--- config.mk ---
export PLATFORM = sky130hd
export DESIGN_NAME = snn_input_loader
export DESIGN_NICKNAME = d
export VERILOG_FILES = /design/src/rtl/snn_pkg.sv /design/src/rtl/snn_byte_serializer.sv /design/src/rtl/snn_input_loader.sv
export SDC_FILE = /design/constraint.sdc
export NUM_CORES = 1
export LEC_CHECK = 0
export ABC_AREA = 1
export CORE_MARGIN = 2
export CORE_UTILIZATION = 55
export DETAILED_ROUTE_END_ITERATION = 12
export PLACE_DENSITY = 0.85
export SYNTH_ARGS = -nofsm -noshare
export SYNTH_HDL_FRONTEND = slang
export SYNTH_SLANG_ARGS = --single-unit
--- constraint.sdc ---
create_clock -name clk -period 2.7 [get_ports clk]
set_input_delay 0.54 -clock clk [delete_from_list [all_inputs] [get_ports clk]]
set_output_delay 0.54 -clock clk [all_outputs]
set_load 0.01 [all_outputs]
--- src/rtl/snn_pkg.sv ---
// Shared types and constants for the SNN image loader: FSM state encoding,
// default image size, result-character base and the out-of-range character.
package snn_pkg;

  typedef enum logic [2:0] {
    WAIT_BYTE = 3'd0,
    SHIFT     = 3'd1,
    START     = 3'd2,
    WAIT_DONE = 3'd3,
    TX        = 3'd4,
    WAIT_TX   = 3'd5
  } snn_state_e;

  localparam int         DEF_NUM_PIXELS = 784;
  localparam logic [7:0] DEF_ASCII_ZERO = 8'h30;
  localparam logic [7:0] ERR_CHAR       = 8'h3F;

  // Digits 10..15 are not valid classes and map to the error character.
  function automatic logic [7:0] digit_to_char(input logic [3:0] digit,
                                                input logic [7:0] zero);
    return (digit <= 4'd9) ? zero + {4'h0, digit} : ERR_CHAR;
  endfunction

endpackage

--- src/rtl/snn_byte_serializer.sv ---
// 8-bit load/shift register; bit_out presents bit 0 first, last flags the eighth bit.
module snn_byte_serializer (
  input  logic       clk,
  input  logic       rst_n,
  input  logic       load,
  input  logic       shift,
  input  logic [7:0] din,
  output logic       bit_out,
  output logic       last
);

  logic [7:0] shreg;
  logic [2:0] bit_idx;

  always_ff @(posedge clk or negedge rst_n) begin
    if (!rst_n) begin
      shreg   <= 8'h00;
      bit_idx <= 3'd0;
    end else if (load) begin
      shreg   <= din;
      bit_idx <= 3'd0;
    end else if (shift) begin
      shreg   <= {1'b0, shreg[7:1]};
      bit_idx <= bit_idx + 3'd1;
    end
  end

  assign bit_out = shreg[0];
  assign last    = (bit_idx == 3'd7);

endmodule

--- src/rtl/snn_input_loader.sv ---
// Loads a serial-received image into the 1-bit input RAM, starts the core and
// sends the result character. Optional rx_overrun flag: SNN_LOADER_OVERRUN_EN.
module snn_input_loader
  import snn_pkg::*;
#(
  parameter int         NUM_PIXELS = DEF_NUM_PIXELS,
  parameter logic [7:0] ASCII_ZERO = DEF_ASCII_ZERO
) (
  input  logic       clk,
  input  logic       rst_n,
  input  logic       rx_rdy,
  input  logic [7:0] rx_data,
  output logic       ram_we,
  output logic [9:0] ram_addr,
  output logic       ram_data,
  output logic       core_start,
  input  logic       core_done,
  input  logic [3:0] core_digit,
  output logic       tx_start,
  output logic [7:0] tx_data,
  input  logic       tx_done,
  output logic       busy,
`ifdef SNN_LOADER_OVERRUN_EN
  output logic       rx_overrun,
`endif
  output logic [2:0] state_dbg
);

  // Handshakes: rx_rdy, core_done and tx_done are single-cycle strobes acted
  // on only in their waiting state; core_start and tx_start are single-cycle
  // registered strobes; there is no back-pressure on any interface.

  localparam int                NUM_BYTES = NUM_PIXELS / 8;
  localparam int                CNT_W     = $clog2(NUM_BYTES + 1);
  localparam logic [CNT_W-1:0]  LAST_BYTE = CNT_W'(NUM_BYTES - 1);

  snn_state_e       state, state_next;
  logic [CNT_W-1:0] byte_cnt;
  logic             load, shift, byte_inc, byte_clr, latch;
  logic             bit_out, last_bit;

  snn_byte_serializer u_ser (
    .clk     (clk),
    .rst_n   (rst_n),
    .load    (load),
    .shift   (shift),
    .din     (rx_data),
    .bit_out (bit_out),
    .last    (last_bit)
  );

  always_comb begin
    state_next = state;
    load       = 1'b0;
    shift      = 1'b0;
    byte_inc   = 1'b0;
    byte_clr   = 1'b0;
    latch      = 1'b0;
    case (state)
      WAIT_BYTE: begin
        if (rx_rdy) begin
          load       = 1'b1;
          state_next = SHIFT;
        end
      end
      SHIFT: begin
        shift = 1'b1;
        if (last_bit) begin
          byte_inc   = 1'b1;
          state_next = (byte_cnt == LAST_BYTE) ? START : WAIT_BYTE;
        end
      end
      START:     state_next = WAIT_DONE;
      WAIT_DONE: begin
        if (core_done) begin
          latch      = 1'b1;
          state_next = TX;
        end
      end
      TX:        state_next = WAIT_TX;
      WAIT_TX: begin
        if (tx_done) begin
          byte_clr   = 1'b1;
          state_next = WAIT_BYTE;
        end
      end
      default:   state_next = WAIT_BYTE;
    endcase
  end

  always_ff @(posedge clk or negedge rst_n) begin
    if (!rst_n) begin
      state    <= WAIT_BYTE;
      byte_cnt <= '0;
    end else begin
      state <= state_next;
      if (byte_clr)
        byte_cnt <= '0;
      else if (byte_inc)
        byte_cnt <= byte_cnt + CNT_W'(1);
    end
  end

  // Strobes are registered from the next state so they line up with the
  // state they belong to, giving one-cycle latency from rx_rdy and last write.
  always_ff @(posedge clk or negedge rst_n) begin
    if (!rst_n) begin
      ram_we     <= 1'b0;
      ram_addr   <= 10'd0;
      core_start <= 1'b0;
      tx_start   <= 1'b0;
      busy       <= 1'b0;
      tx_data    <= 8'h00;
    end else begin
      ram_we     <= (state_next == SHIFT);
      core_start <= (state_next == START);
      tx_start   <= (state_next == TX);
      busy       <= (state_next != WAIT_BYTE);
      if (load)
        ram_addr <= 10'({byte_cnt, 3'b000});
      else if (shift && !last_bit)
        ram_addr <= ram_addr + 10'd1;
      if (latch)
        tx_data <= digit_to_char(core_digit, ASCII_ZERO);
    end
  end

  assign ram_data  = bit_out;
  assign state_dbg = state;

`ifdef SNN_LOADER_OVERRUN_EN
  logic drop;
  assign drop = rx_rdy && (state != WAIT_BYTE);

  always_ff @(posedge clk or negedge rst_n) begin
    if (!rst_n)
      rx_overrun <= 1'b0;
    else if (drop)
      rx_overrun <= 1'b1;
    else if (load && (byte_cnt == '0))
      rx_overrun <= 1'b0;
  end
`endif

endmodule

# Yosys cells after proc, flatten, opt, wreduce, memory -nomap -nowiden
# Index checks and enable logic that the tools add are counted.
[totals]
regBits = 43
elab_cells = 56
[op_classes]
n_addsub = 4
magnitude_cmp = 1
eq_ne = 10
n_mux = 24
reduce_logical = 7
[ops]
columns = ["operator", "n"]
rows = [
  ["$mux W7", 3],
  ["$mux W10", 2],
  ["$mux W3", 6],
  ["$pmux W3 S6", 1],
  ["$mux W8", 2],
  ["$eq A3 B3 Y1 const B", 4],
  ["$add A10 B1 Y10 const B", 1],
  ["$eq A3 B2 Y1 const B", 3],
  ["$mux W1", 9],
  ["$add A6 B4 Y7 const A", 1],
  ["$add A7 B1 Y7 const B", 1],
  ["$eq A7 B7 Y1 const B", 1],
  ["$eq A3 B1 Y1 const B", 2],
  ["$reduce_bool A2 Y1", 3],
  ["$le A4 B4 Y1 const B", 1],
  ["$add A3 B1 Y3 const B", 1],
  ["$logic_not A3 Y1", 1],
  ["$reduce_bool A3 Y1", 1],
  ["$mux W2", 1],
  ["$logic_and A1 B1 Y1", 1],
  ["$logic_not A1 Y1", 1],
]

# Depth between registers and ports, before layout
[depth]
ltp_word = 5
depth_mapped = 9
ltp_nobuf = 8

# Cells and area by module
# A second synthesis with hierarchy kept.
[unflattened]
cells_unflattened = 274
area_unflattened_um2 = 2102.0
[modules_own_cells]
columns = ["mod", "instances", "cells_each", "area_per_inst_um2"]
rows = [
  ["snn_input_loader", 1, 216, 1585.3],
  ["snn_byte_serializer", 1, 58, 516.7],
]

# Worst setup path after synthesis
# No wires, ideal clock.
[synth_path]
path_type = "register to register"
start = "register u_ser.bit_idx[0]"
end = "register ram_addr[7]"
setup_ps = 117
arrival_time_ps = 1315
required_ps = 2583
path_slack_ps = 1268
stages_incl_launch_ff = 9
n_path_buf = 0
synth_period_minus_slack_ps = 1432
cell_sequence = "dfrtp_1 ha_1 ha_1 inv_1 nand4_2 nand3_1 nand2_1 inv_1 nand2_1"
[synth_between]
elab_chain_cells = 4
[synth_lines]
columns = ["element", "line", "text"]
rows = [
  ["start: declaration", "snn_byte_serializer.sv:13", "logic [2:0] bit_idx;"],
  ["start signal: assignment", "snn_byte_serializer.sv:24", "bit_idx <= bit_idx + 3'd1;"],
  ["$eq A3 B3 Y1", "snn_byte_serializer.sv:29", "assign last = (bit_idx == 3'd7);"],
  ["$logic_not A1 Y1", "snn_input_loader.sv:121", "else if (shift && !last_bit)"],
  ["$logic_and A1 B1 Y1", "snn_input_loader.sv:121", ""],
  ["$reduce_bool A2 Y1 (no line)", "-", ""],
  ["end signal: assignment", "snn_input_loader.sv:120", "ram_addr <= 10'({byte_cnt, 3'b000});"],
  ["end signal: assignment", "snn_input_loader.sv:122", "ram_addr <= ram_addr + 10'd1;"],
  ["end: declaration", "snn_input_loader.sv:14", "output logic [9:0] ram_addr,"],
]
# Every way passes these cells.
# A chain may end at the register's enable or synchronous reset.

# Final worst setup path
[layout_path]
start = "register state[0], in the netlist state_dbg[0]"
end = "output state_dbg[0]"
[layout_lines]
columns = ["element", "line", "text"]
rows = [
  ["start: declaration", "snn_input_loader.sv:37", "snn_state_e state, state_next;"],
  ["start signal: assignment", "snn_input_loader.sv:96", "state <= state_next;"],
  ["end: declaration", "snn_input_loader.sv:26", "output logic [2:0] state_dbg"],
]
# No word-level cell between the ends.

==> results by group <==
Critical path
  – WP data arrival: 1.41 ns
  – Setup CP Type: reg2out
  – Slowest stage cell, crit path: clkdlybuf4s50_1
  – Reg2reg start: u_ser.bit_idx[0]$_DFFE_PN0P_
  – Crit-path max FO: 7
  – Crit-path cells: clkdlybuf4s50_1
  – Worst reg-to-reg setup slack: a little over 1 ns
  – CP required: about 2.2 ns
  – Crit start category: flip-flop
  – R2R depth: 7
  – Slowest stage delay, CP: ~0.6 ns
  – Crit-path leading delay family: buffers and inverters
  – Crit. End Element: output pin
  – FF-to-FF End: busy$_DFF_PN0_
  – Buf/Inv on CP: 1

Yosys
  – Largest family of logic cells by synthesized area: simple AND/OR/NAND/NOR gates
  – Ys async rst share: 1.00
  – Mux contribution to synthesized area: 0
  – Post-synthesis sequential element count: 40
  – Synth Area in Compound Gates: 0.0741
  – Avg Cell Area, Syn: 8.09 um2
  – Yosys top cell by area: dfrtp_1
  – Synth top area share: 0.467
  – Top post-synthesis cells by area: dfrtp_1 (47%), nand2_1 (12%), nand3_1 (8.2%)
  – Post-synth EDFFs: 0
  – Count of cell types in the netlist: 31
  – XOR/XNOR Fraction of Synth Area: 0.0245
  – Prevailing post-synth register cell: dfrtp_1
  – Mapped Area: approximately 2100 um2
  – Simple-gate area share of the yosys netlist: 0.307
  – Mapped Cells: 265
  – Post-Synth Adder-Cell Area: 0.0292
  – Yosys warns: 0
  – Seq/Total Area, Yosys: 0.467

Timing
  – Worst slew pin tran: ~0.86 ns
  – Fmax: 0.512 GHz
  – Fin. max-slew vios: 0
  – Skew final: 0.00586 ns
  – Period utilization: 0.724
  – Slew HR: 0.424
  – RSZ-0062 raised after global routing: no
  – Hold Worst Slack: between 0.3 and 0.4 ns
  – Final setup viols: 0
  – Final hold vios: 0
  – Final Critical Period: 1.95 ns
  – TNS Setup: 0 ns
  – Final setup margin: 0.746 ns

Pwr
  – Worst vdd rail ir drop: 0.400 mV
  – PnR Total Power: 2.43 mW
  – Leak: 1.30 nW
  – PD cells: between 900 and 1000 nW/um2

Floorplan
  – Die W: 66.4 um
  – DIE AREA: 4410 um2
  – IO Count: 43
  – Starting Density: 0.577
  – Row count: 22
  – Die Ht: 66.4 um
  – Core area: 3720 um2

GRT
  – Number of antenna violations at the first check in global routing: 0
  – Largest net degree at the start of global routing: between 40 and 50
  – Vias in the first global route: 1709
  – Remaining global-route overflow: 0
  – Aggregate global-route resource usage: 0.227
  – First-pass GRT wire length: 7480 um

Placed design
  – DP HPWL: 3170 um
  – Worst slack, placed: 0.737 ns
  – PortBufs: 40
  – GP Congestion: 0.802
  – Placed cells: 345

Clock tree
  – Worst-Skew Late Latency: between 0.2 and 0.3 ns
  – Postcts setup bufs: 0
  – Max Buffers Root-to-Sink: 2
  – Sink Count: 40
  – Post-CTS Hold Buffers: 0
  – CTS tree: built
  – CTS HTree Levels: 2
  – # resized after CTS: 0
  – Clock-pin transition on the worst setup and hold timing paths: around 0.080 ns
  – Clock root cell: clkbuf_8
  – Total CTS buffers: 5

Route
  – DR vias/cell: 5.16
  – Final WL: ~4400 um
  – Highest routed metal layer: met4
  – Drt wl/cell: 12.6 um
  – Wl on met1: 1960 um
  – Residual DRC: 0
  – DRT iter0 DRCs: 119
  – DR WL met2: 2240 um
  – Drt first pass iters: 4
  – WL met3: about 180 um
  – Total number of vias: 1821
  – Detail Route Antenna Nets: 0

Layout
  – Synth-to-Final Area Change: 23.0%
  – # fillers: 292
  – Most frequent cells in the layout: nand2_1 (68), dfrtp_1 (40), clkdlybuf4s50_1 (39), nand3_1 (35), inv_1 (31)
  – Final Non-Filler Cells: between 300 and 400
  – Fin nets: 326
  – Share of layout cells above drive strength 1: 0.0787
  – Commonest non-fill, non-tap cell in the layout: nand2_1
  – Antenna diodes: 0

Job
  – Max-Cap Viols: 0

Worst hold path
  – Hold Path Class: in2async

Run status
  – Status: completed
==> logic make-up (layout without fill, tap and decap cells) <==
| logic type | Yosys count | after routing |
|---|---|---|
| and+or+nand+nor | 138 | 138 |
| buffers and inverters | 45 | 84 |
| DFF | 40 | 40 |
| AOI/OAI and AO/OA | 30 | 30 |
| xor gates and xnor gates | 6 | 6 |
| adders and majority gates | 5 | 5 |
| other | 1 | 2 |
==> layout make-up <==
class | instances | area, um2 | share of cell area
repair buffers | 40 | 395 | 0.150
clock inverters | 2 | 35.0 | 0.0133
well taps | 48 | 60.1 | 0.0228
inverters | 36 | 135 | 0.0512
clock buffers | 6 | 72.6 | 0.0275
multi-input cells | 181 | 940 | 0.356
flip-flops and latches | 40 | 1000 | 0.379
==> synth_stat cells (2+ instances only) <==
library cell / n
buf_6: 3
nor3_4: 2
buf_4: 4
o21ai_0: 22
xor2_1: 3
nand2_1: 68
xnor2_1: 3
ha_1: 5
dfrtp_1: 40
inv_1: 31
o21ai_1: 2
nand3_1: 35
nand2_2: 2
o21bai_1: 2
inv_2: 5
a21oi_1: 2
nor2_1: 22
==> stage by stage <==
stage / utilization / cell area (um2)
floorplan: - / 2150
global placement: 0.681 / 2530
detailed placement: 0.681 / 2530
CTS: 0.710 / 2640
global route: 0.710 / 2640
finish: 0.710 / 2640
==> registers in the layout, indices dropped and copies added, names as in the netlist <==
signal,flops
u_ser.bit_idx,3
state_dbg,3
ram_addr,10
busy,1
byte_cnt,7
ram_we,1
tx_start,1
core_start,1
u_ser.shreg,8
tx_data,5
==> per-layer routing <==
metal	vias to the layer above	global-route usage
met5	-	0
met4	0	0.0740
met3	6	0.0613
met2	46	0.393
met1	854	0.271
li1	915	-
==> power breakdown <==
group / internal [mW] / leakage [nW] / total [mW] / switching (mW)
clock: 0.274 / 0.0552 / 0.481 / 0.207
sequential: 0.795 / 0.511 / 0.985 / 0.190
combinational: 0.434 / 0.731 / 0.969 / 0.535
==> worst max-delay path by stage <==
stage | slack (ns) | from | depth (start not counted) | end
floorplan | 1.27 | u_ser.bit_idx[0]$_DFFE_PN0P_ | 8 | ram_addr[7]$_DFFE_PN0P_
finish | 0.75 | state_dbg[0]$_DFF_PN0_ | 1 | state_dbg[0]
global placement | 0.77 | rx_rdy | 7 | busy$_DFF_PN0_
CTS | 0.72 | state_dbg[0]$_DFF_PN0_ | 1 | state_dbg[0]
detailed placement | 0.74 | rx_rdy | 9 | ram_addr[8]$_DFFE_PN0P_
global route | 0.66 | state_dbg[0]$_DFF_PN0_ | 1 | state_dbg[0]
Power figures use the tool's default switching activity.
